<file path="src/rtl/regfile_write_scheduler.sv">
// Merges Ex and Mem writebacks into the single register-file write port in program order,
// and reports pending-write hazards for the decode-stage query registers.

module regfile_write_scheduler_fifo #(
    parameter int unsigned DATA_W = 64,
    parameter int unsigned ADDR_W = 5,
    parameter int unsigned DEPTH  = 2,
    parameter int unsigned SEQ_W  = 3
) (
    input  logic              Clk,
    input  logic              Reset,
    input  logic              push,
    input  logic [ADDR_W-1:0] pushRW,
    input  logic [DATA_W-1:0] pushData,
    input  logic [SEQ_W-1:0]  pushTag,
    input  logic              pop,
    input  logic [ADDR_W-1:0] queryA,
    input  logic [ADDR_W-1:0] queryB,
    output logic              notFull,
    output logic              notEmpty,
    output logic [ADDR_W-1:0] headRW,
    output logic [DATA_W-1:0] headData,
    output logic [SEQ_W-1:0]  headTag,
    output logic              hitA,
    output logic              hitB
);
    localparam int unsigned PTR_W = $clog2(DEPTH);
    localparam int unsigned CNT_W = PTR_W + 1;

    logic [ADDR_W-1:0] rwQ   [DEPTH];
    logic [DATA_W-1:0] dataQ [DEPTH];
    logic [SEQ_W-1:0]  tagQ  [DEPTH];
    logic [PTR_W-1:0]  rdPtr;
    logic [PTR_W-1:0]  wrPtr;
    logic [CNT_W-1:0]  count;
    logic [PTR_W-1:0]  offset;

    assign notFull  = count < CNT_W'(DEPTH);
    assign notEmpty = count != '0;
    assign headRW   = rwQ[rdPtr];
    assign headData = dataQ[rdPtr];
    assign headTag  = tagQ[rdPtr];

    // Pointers and occupancy; simultaneous push and pop leave the count unchanged.
    always_ff @(posedge Clk or posedge Reset) begin
        if (Reset) begin
            rdPtr <= '0;
            wrPtr <= '0;
            count <= '0;
        end else begin
            if (push) wrPtr <= wrPtr + PTR_W'(1);
            if (pop)  rdPtr <= rdPtr + PTR_W'(1);
            count <= count + CNT_W'(push) - CNT_W'(pop);
        end
    end

    always_ff @(posedge Clk) begin
        if (push) begin
            rwQ[wrPtr]   <= pushRW;
            dataQ[wrPtr] <= pushData;
            tagQ[wrPtr]  <= pushTag;
        end
    end

    // An entry is live when its distance from the read pointer is below the count.
    always_comb begin
        hitA   = 1'b0;
        hitB   = 1'b0;
        offset = '0;
        for (int i = 0; i < int'(DEPTH); i++) begin
            offset = PTR_W'(PTR_W'(i) - rdPtr);
            if (CNT_W'(offset) < count) begin
                if (rwQ[i] == queryA) hitA = 1'b1;
                if (rwQ[i] == queryB) hitB = 1'b1;
            end
        end
    end
endmodule

module regfile_write_scheduler #(
    parameter int unsigned DATA_W   = 64,
    parameter int unsigned ADDR_W   = 5,
    parameter int unsigned DEPTH    = 2,
    parameter int unsigned ZERO_REG = 31
) (
    input  logic              Clk,
    input  logic              Reset,
    input  logic              ExValid,
    input  logic [ADDR_W-1:0] ExRW,
    input  logic [DATA_W-1:0] ExData,
    output logic              ExReady,
    input  logic              MemValid,
    input  logic [ADDR_W-1:0] MemRW,
    input  logic [DATA_W-1:0] MemData,
    output logic              MemReady,
    output logic              RegWr,
    output logic [ADDR_W-1:0] RW,
    output logic [DATA_W-1:0] BusW,
    input  logic [ADDR_W-1:0] QueryRA,
    input  logic [ADDR_W-1:0] QueryRB,
    output logic              HazardA,
    output logic              HazardB
);
    localparam int unsigned SEQ_W = $clog2(2 * DEPTH) + 1;
    localparam logic [ADDR_W-1:0] ZERO_IDX = ADDR_W'(ZERO_REG);

    logic              exPush, memPush, exPop, memPop;
    logic              exNotEmpty, memNotEmpty;
    logic [ADDR_W-1:0] exHeadRW, memHeadRW;
    logic [DATA_W-1:0] exHeadData, memHeadData;
    logic [SEQ_W-1:0]  exHeadTag, memHeadTag, exTag, tagDiff, seqCnt;
    logic              exHitA, exHitB, memHitA, memHitB;

    // Zero-register writes are acknowledged but never stored or numbered.
    assign exPush  = ExValid && ExReady && (ExRW != ZERO_IDX);
    assign memPush = MemValid && MemReady && (MemRW != ZERO_IDX);
    assign exTag   = memPush ? seqCnt + SEQ_W'(1) : seqCnt;

    // Wrap-aware age: a negative Ex-minus-Mem tag distance means the Ex head is older.
    assign tagDiff = exHeadTag - memHeadTag;
    assign exPop   = exNotEmpty && (!memNotEmpty || tagDiff[SEQ_W-1]);
    assign memPop  = memNotEmpty && !exPop;

    regfile_write_scheduler_fifo #(
        .DATA_W(DATA_W), .ADDR_W(ADDR_W), .DEPTH(DEPTH), .SEQ_W(SEQ_W)
    ) exFifo (
        .Clk(Clk), .Reset(Reset), .push(exPush), .pushRW(ExRW), .pushData(ExData),
        .pushTag(exTag), .pop(exPop), .queryA(QueryRA), .queryB(QueryRB),
        .notFull(ExReady), .notEmpty(exNotEmpty), .headRW(exHeadRW),
        .headData(exHeadData), .headTag(exHeadTag), .hitA(exHitA), .hitB(exHitB)
    );

    regfile_write_scheduler_fifo #(
        .DATA_W(DATA_W), .ADDR_W(ADDR_W), .DEPTH(DEPTH), .SEQ_W(SEQ_W)
    ) memFifo (
        .Clk(Clk), .Reset(Reset), .push(memPush), .pushRW(MemRW), .pushData(MemData),
        .pushTag(seqCnt), .pop(memPop), .queryA(QueryRA), .queryB(QueryRB),
        .notFull(MemReady), .notEmpty(memNotEmpty), .headRW(memHeadRW),
        .headData(memHeadData), .headTag(memHeadTag), .hitA(memHitA), .hitB(memHitB)
    );

    always_ff @(posedge Clk or posedge Reset) begin
        if (Reset) begin
            seqCnt <= '0;
            RegWr  <= 1'b0;
            RW     <= '0;
            BusW   <= '0;
        end else begin
            seqCnt <= seqCnt + SEQ_W'(exPush) + SEQ_W'(memPush);
            RegWr  <= exPop || memPop;
            if (exPop) begin
                RW   <= exHeadRW;
                BusW <= exHeadData;
            end else if (memPop) begin
                RW   <= memHeadRW;
                BusW <= memHeadData;
            end
        end
    end

    // The in-flight write still counts until the file captures it on the falling edge.
    assign HazardA = (QueryRA != ZERO_IDX) && (exHitA || memHitA || (RegWr && RW == QueryRA));
    assign HazardB = (QueryRB != ZERO_IDX) && (exHitB || memHitB || (RegWr && RW == QueryRB));
endmodule
</file>
<file path="config.mk">
export PLATFORM = sky130hd
export DESIGN_NAME = regfile_write_scheduler
export DESIGN_NICKNAME = d
export VERILOG_FILES = /design/src/rtl/regfile_write_scheduler.sv
export SDC_FILE = /design/constraint.sdc
export NUM_CORES = 1
export LEC_CHECK = 0
export BUFFER_PORTS_ARGS = -buffer_cell sky130_fd_sc_hd__buf_2
export CORE_ASPECT_RATIO = 0.6
export CORE_UTILIZATION = 50
export CTS_CLUSTER_DIAMETER = 50
export DETAILED_ROUTE_END_ITERATION = 10
export GPL_TIMING_DRIVEN = 0
export HOLD_SLACK_MARGIN = 0.1
export PLACE_DENSITY_LB_ADDON = 0.25
export SKIP_LAST_GASP = 1
export SLEW_MARGIN = 25
export SYNTH_ARGS = -nofsm -noshare
export SYNTH_HDL_FRONTEND = slang
export SYNTH_SLANG_ARGS = --single-unit
</file>
<file path="constraint.sdc">
create_clock -name Clk -period 6.35 [get_ports Clk]
set_input_delay 0.3175 -clock Clk [delete_from_list [all_inputs] [get_ports Clk]]
set_output_delay 0.3175 -clock Clk [all_outputs]
set_load 0.02 [all_outputs]
</file>
* Yosys cells after proc, flatten, opt, wreduce, memory -nomap -nowiden *
Memories as Yosys holds them, arrays and structs flattened.
Cells that the tools add are included.

cells by class
  $lt $le $gt $ge = 6
  add/subtract/negate cells = 16
  equality and inequality tests = 14
  reduce and logical (&&, ||, !) cells = 21
  mux-type cells = 25

operators by type and width
  operator               number
  $mux W64               2
  $eq A5 B5 Y1           10
  $mux W1                20
  $ne A5 B5 Y1 const B   4
  $logic_and A1 B1 Y1    10
  $mux W5                2
  $lt A1 B2 Y1           4
  $add A3 B1 Y3          2
  $logic_or A1 B1 Y1     6
  $reduce_bool A2 Y1     3
  $add A1 B1 Y1 const B  4
  $add A2 B1 Y2          2
  $lt A2 B2 Y1 const B   2
  $sub A1 B1 Y1 const A  4
  $sub A2 B1 Y2          2
  $add A3 B1 Y3 const B  1
  $mux W3                1
  $sub A3 B3 Y3          1
  $logic_not A1 Y1       2

storage, ports and cells
  memory bits (writable) = 288
  register bits = 81
  input port bits = 152
  logic and storage cells = 98
  memories kept = 6

memory list
  name           depth  bits a word  rd ports  clocked after memory_dff  write ports  RTL line  RTL
  exFifo.dataQ   2      64           1         0                         1            31        logic [DATA_W-1:0] dataQ [DEPTH];
  memFifo.dataQ  2      64           1         0                         1            31
  exFifo.rwQ     2      5            3         0                         1            30        logic [ADDR_W-1:0] rwQ [DEPTH];
  memFifo.rwQ    2      5            3         0                         1            30
  exFifo.tagQ    2      3            1         0                         1            32        logic [SEQ_W-1:0] tagQ [DEPTH];
  memFifo.tagQ   2      3            1         0                         1            32

* Logic depth before layout (Yosys ltp) *
  word-level depth = 8
  depth in mapped cells = 15
  mapped depth without buffers = 11

* Cells and area by module *
Synthesis repeated with hierarchy kept, for this count alone.

second synthesis, totals
  cells, all modules = 908
  area total of the unflattened synthesis = 15,910.3 µm²

by module, submodules not included
  module                        times used  area an instance (µm²)  cells each
  regfile_write_scheduler_fifo  2           5,931.9                 273
  regfile_write_scheduler       1           4,046.4                 362

* Worst setup path after synthesis *
Ideal clock, no wire load.

  kind = register to register
  from = reg memFifo.count[1]
  to = mem memFifo.dataQ[0][0] (enable)
  library setup time = 0.502 ns
  stages on the path, launching flop included = 6
  setup slack = 1.756 ns
  data required time = 5.848 ns
  path buffers = 1
  clock period less this slack = 4.594 ns
  data arrival time = 4.092 ns
  cells stage by stage = dfrtp_1 inv_1 and3_1 clkbuf_1 inv_1 nor2_1

between the ends
  longest elaborated chain between the ends = 5

RTL lines
  what                              RTL line  RTL
  start: declaration                35        logic [CNT_W-1:0] count;
  start signal: assignment          53        count <= count + CNT_W'(push) - CNT_W'(pop);
  $lt A2 B2 Y1                      38        assign notFull = count < CNT_W'(DEPTH);
  net MemReady                      95        output logic MemReady,
  $logic_and A1 B1 Y1 (2 in a row)  116       assign memPush = MemValid && MemReady && (MemRW != ZERO_IDX);
  net memFifo.push                  12        input logic push,
  $mux W1                           58        if (push) begin
  $mux W1 (implied by the code)     60        dataQ[wrPtr] <= pushData;
  end: declaration                  31

The timed path passes the listed nets, and every way through them passes these cells.

* Final worst setup path *
  from = reg exFifo.rdPtr
  to = reg exFifo.count[1]

between the ends
  longest elaborated chain between the ends = 5

RTL lines
  what                      RTL line  RTL
  start: declaration        33        logic [PTR_W-1:0] rdPtr;
  start signal: assignment  52        if (pop) rdPtr <= rdPtr + PTR_W'(1);
  $mem_v2 Z2 W3             n/a
  $sub A3 B3 Y3             120       assign tagDiff = exHeadTag - memHeadTag;
  $logic_or A1 B1 Y1        121       assign exPop = exNotEmpty && (!memNotEmpty || tagDiff[SEQ_W-1]);
  $logic_and A1 B1 Y1       121
  $sub A2 B1 Y2             53
  end signal: assignment    53
  end: declaration          35

Every way passes these cells.
A chain may end at the register's enable or synchronous reset.

==> metrics.log <==
[metrics] number of DRC markers in iteration 0: 873
[metrics] cell-internal power: approximately 6.4 mW
[metrics] pin slew with the least headroom to its limit: 0.966 ns
[metrics] required arrival time at the worst endpoint: 6.80 ns
[metrics] type of the most critical hold path: primary input to flop
[metrics] max-cap check violation count: 0
[metrics] pin count of the biggest net entering global routing: 46
[metrics] main combinational cell family by area after synthesis: compound AO/OA/AOI/OAI gates
[metrics] final period utilization: 62.7%
[metrics] pre-CTS WS: 2.41 ns
[metrics] synthesized cell area: about 0.015 mm^2
[metrics] global-route wire length before repair: 58600 um
[metrics] worst-case clock buffer depth: 3
[metrics] setup-violating endpoint count in the final report: 0
[metrics] element type at the critical path end: flop
[metrics] distinct cell type count of the synthesized netlist: 47
[metrics] total number of yosys warnings: 0
[metrics] # DRC: 0
[metrics] Setup Buffers After CTS: 0
[metrics] result of the run: completed
[metrics] crit start category: flop
[metrics] number of slew-limit violations in the final report: 0
[metrics] cell with the most instances on the worst path: sky130_fd_sc_hd__ha_1
[metrics] proportion of synthesized flip-flops having asynchronous set or reset: 22.0%
[metrics] Switching Share: 39.8%
[metrics] compound-gate portion of the synthesized area: between 10% and 20%
[metrics] Overall Global Routing Usage: 24.9%
[metrics] number of standard cells in the layout, taps in and fillers out: 1815
[metrics] die footprint: 0.0315 mm^2
[metrics] CTS tree: built
[metrics] IR Drop Worst-Case VDD: around 0.28 mV
[metrics] # H-tree levels: 2
[metrics] die outline height: 138 um
[metrics] post-route minimum period: about 4 ns
[metrics] most used flip-flop cell after synthesis: sky130_fd_sc_hd__edfxtp_1
[metrics] number of resized instances in the post-cts repair step: 0
[metrics] post-synthesis share of cell area spent on full adders, half adders and majority gates: less than 1%
[metrics] post-layout net count: 1543
[metrics] average footprint of a synthesized cell: 15.7 um^2
[metrics] CTS Sinks: 369
[metrics] Detailed Route WL: 39600 um
[metrics] most frequent standard cell in the layout excluding fill and tap cells: sky130_fd_sc_hd__edfxtp_1
[metrics] Inserted Diodes: 0
[metrics] multiplexer fraction of the synthesized cell area: 8.06%
[metrics] Setup WS post-layout: 2.37 ns
[metrics] via count of the first global-routing pass: 9997
[metrics] net switching component of the power: around 4.2 mW
[metrics] Post-Syn Instances: 980
[metrics] fraction of the yosys area taken by sequential cells: ~70%
[metrics] ratio of routed vias to standard cells: 5.57
[metrics] Crit path arrival time: 4.43 ns
[metrics] post-layout instance area: 0.0198 mm^2
[metrics] HPWL Detailed: approximately 26000 um
[metrics] cell with the largest stage delay on the worst path: sky130_fd_sc_hd__clkbuf_1
[metrics] initial cell density of the core: 51.2%
[metrics] total iterations of the first detailed-routing run: 4
[metrics] area of the core: 0.0301 mm^2
[metrics] post-synthesis to final-layout area growth: 28.3%
[metrics] Setup CP Type: flop to flop
[metrics] Post-Place Cell Area: 0.0172 mm^2
[metrics] Filler Cell Count: 2161
[metrics] logic gate share of total power: 45.9%
[metrics] fraction of layout instances using a drive strength above 1: a little over a quarter
[metrics] Final Hold Vio Count: 0
[metrics] IO Count: 226
[metrics] Overflow after GRT: 0
[metrics] syn_nets: 1141
[metrics] leakage power total: 7.57 nW
[metrics] total number of vias: 10111
[metrics] die width: 229 um
[metrics] antenna violations before repair: 0
[metrics] setup repair after global routing missed its margin: false
[metrics] Power, Total: 10.6 mW
[metrics] maximum single-stage delay on the critical path: between 0.5 and 0.6 ns
[metrics] count of antenna-violating nets left after detailed routing: 0
[metrics] Std-Cell Rows: 49
[metrics] timing-limited maximum frequency: approximately 250 MHz
[metrics] total power density per cell area: around 530 mW/mm^2
[metrics] critical path fanouts, max: 10
[metrics] Clock Pin Slew Worst Setup and Hold Paths: 0.06 ns
[metrics] DR WL/cell: 21.8 um
[metrics] total clock buffers created by CTS: 36
[metrics] Post-synth EDFFs: 288
[metrics] area share of xor/xnor cells in the synthesized design: between 3 and 4%
[metrics] root cell of the clock tree: sky130_fd_sc_hd__clkbuf_16
[metrics] Clk Latency, worst-skew pair: 0.53 ns
[metrics] chain of cells forming the critical path: buf_6 > clkbuf_1 > buf_2 > mux2_2 > ha_1 > o21a_4 > nor2_4 > xnor2_2 > buf_6 > o21a_1 > ha_1 > inv_1 > ha_1 > xnor2_1 > xnor2_1
[metrics] sequential cell fraction of total power: 34.5%
[metrics] max-slew headroom at the worst pin: 35.6%
[metrics] instance count after placement with tap cells included: 1613
[metrics] area fraction in and, or, nand and nor cells after synthesis: around 5.6%
[metrics] most frequent cells in the layout: sky130_fd_sc_hd__edfxtp_1, sky130_fd_sc_hd__buf_2, sky130_fd_sc_hd__dlygate4sd3_1, sky130_fd_sc_hd__mux2i_1, sky130_fd_sc_hd__dfrtp_1
[metrics] clock group share of total power: about a fifth
[metrics] Layout Skew: 0.0180 ns
[metrics] Post-Route Setup TNS: 0 ns
[metrics] synthesized flop and latch total: 369
[metrics] count of port buffers added during placement: 215
[metrics] final weighted congestion in routability-driven placement: 0.863
==> kinds of logic (layout without fill, tap and decap cells) <==
group | count (synthesis) | after routing
AND/OR/NAND/NOR | 187 | 187
AO/OA/AOI/OAI | 153 | 153
XOR/XNOR | 62 | 62
buffers and inverters | 78 | 505
flip-flops | 369 | 369
multiplexers | 122 | 122
adder cells (fa/ha/maj) | 9 | 9
==> flip-flops by register name, summed over array words and instances, names as in the netlist <==
signal	count
BusW	64
RW	5
RegWr	1
exFifo.count	2
exFifo.dataQ	128
exFifo.rdPtr	1
exFifo.rwQ	10
exFifo.tagQ	6
exFifo.wrPtr	1
memFifo.count	2
memFifo.dataQ	128
memFifo.rdPtr	1
memFifo.rwQ	10
memFifo.tagQ	6
memFifo.wrPtr	1
seqCnt	3
==> stage by stage <==
step                      hold WS [ns]  util [%]
after global placement           0.472      56.4
after detailed placement         0.356      57.3
final                            0.285      65.6
after floorplan                  0.416         -
after CTS                        0.270      65.6
after global routing             0.312      65.6
==> Yosys cell counts, types with 4 or more instances <==
cell                       instances  area share (%)
sky130_fd_sc_hd__a211oi_1         24             1.2
sky130_fd_sc_hd__a21oi_1           4            0.13
sky130_fd_sc_hd__a221oi_1         12            0.68
sky130_fd_sc_hd__a221oi_2         11             1.1
sky130_fd_sc_hd__and3_1            4            0.16
sky130_fd_sc_hd__buf_1             8            0.20
sky130_fd_sc_hd__buf_2             7            0.23
sky130_fd_sc_hd__buf_4             5            0.24
sky130_fd_sc_hd__buf_6            10            0.73
sky130_fd_sc_hd__clkbuf_1         37            0.90
sky130_fd_sc_hd__dfrtp_1          81              13
sky130_fd_sc_hd__edfxtp_1        288              56
sky130_fd_sc_hd__ha_1              8            0.65
sky130_fd_sc_hd__inv_1            10            0.24
sky130_fd_sc_hd__mux2i_1         118             7.7
sky130_fd_sc_hd__nand2_1          51             1.2
sky130_fd_sc_hd__nand3_1           6            0.20
sky130_fd_sc_hd__nand4_1           6            0.24
sky130_fd_sc_hd__nor2_1           75             1.8
sky130_fd_sc_hd__nor2b_1          23            0.93
sky130_fd_sc_hd__nor3_1            6            0.20
sky130_fd_sc_hd__nor4_1            6            0.24
sky130_fd_sc_hd__o211ai_1         47             2.3
sky130_fd_sc_hd__o221ai_1          6            0.34
sky130_fd_sc_hd__o221ai_2         40             3.9
sky130_fd_sc_hd__xnor2_1          31             1.8
sky130_fd_sc_hd__xor2_1           29             1.6
==> power groups by stage <==
stage,registers [mW],logic [mW],clock network [mW]
floorplan,3.92,3.04,0
global placement,3.73,4.57,0
detailed placement,3.68,4.77,0
CTS,3.64,4.86,2.10
global route,3.69,5.22,2.18
finish,3.64,4.85,2.07
==> area by class of cell <==
type / instances / area (um^2) / area share [%]
flip-flops and latches: 369 / 10700 / 54.0
multi-input cells: 533 / 4350 / 22.0
repair buffers: 364 / 2710 / 13.7
clock buffers: 48 / 976 / 4.94
well taps: 408 / 510 / 2.58
plain buffers: 67 / 354 / 1.79
clock inverters: 15 / 143 / 0.722
inverters: 11 / 46.3 / 0.234
==> final timing paths <==
kind | from | to | slack, ns | cells after the start
max reg2reg | exFifo.rdPtr | exFifo.count[1] | 2.37 | 15
min in group asynchronous | Reset | BusW[37] | 0.34 | 3
min | ExValid | exFifo.wrPtr | 0.29 | 3
min reg2reg | seqCnt[1] | memFifo.tagQ[0][1] | 0.55 | 0
max in group asynchronous | Reset | BusW[61] | 5.40 | 4
max | exFifo.rdPtr | exFifo.count[1] | 2.37 | 15
==> what timing repair did <==
action / CTS / global route
endpoints found under the setup margin: 0 / 0
hold endpoints to repair: 312 / 0
hold buffers: 139 / 0
==> routing by layer <==
layer	vias up	share of wire (%)	global-route usage, %
met2	406	46	39.3
met5	-	0	0
li1	4571	-	-
met1	5071	46	36.0
met4	0	2.1	7.20
met3	63	6.4	4.07
==> critical path, delay by kind of cell (launching register included) <==
| kind | cells | cell delay (ns) |
|---|---|---|
| buffers and inverters | 5 | 1.47 |
| adders and majority gates | 3 | 0.69 |
| xor gates and xnor gates | 3 | 0.67 |
| muxes | 1 | 0.39 |
| DFF | 1 | 0.34 |
| AOI/OAI and AO/OA | 2 | 0.30 |
| and+or+nand+nor | 1 | 0.05 |
Power figures use the tool's default switching activity.
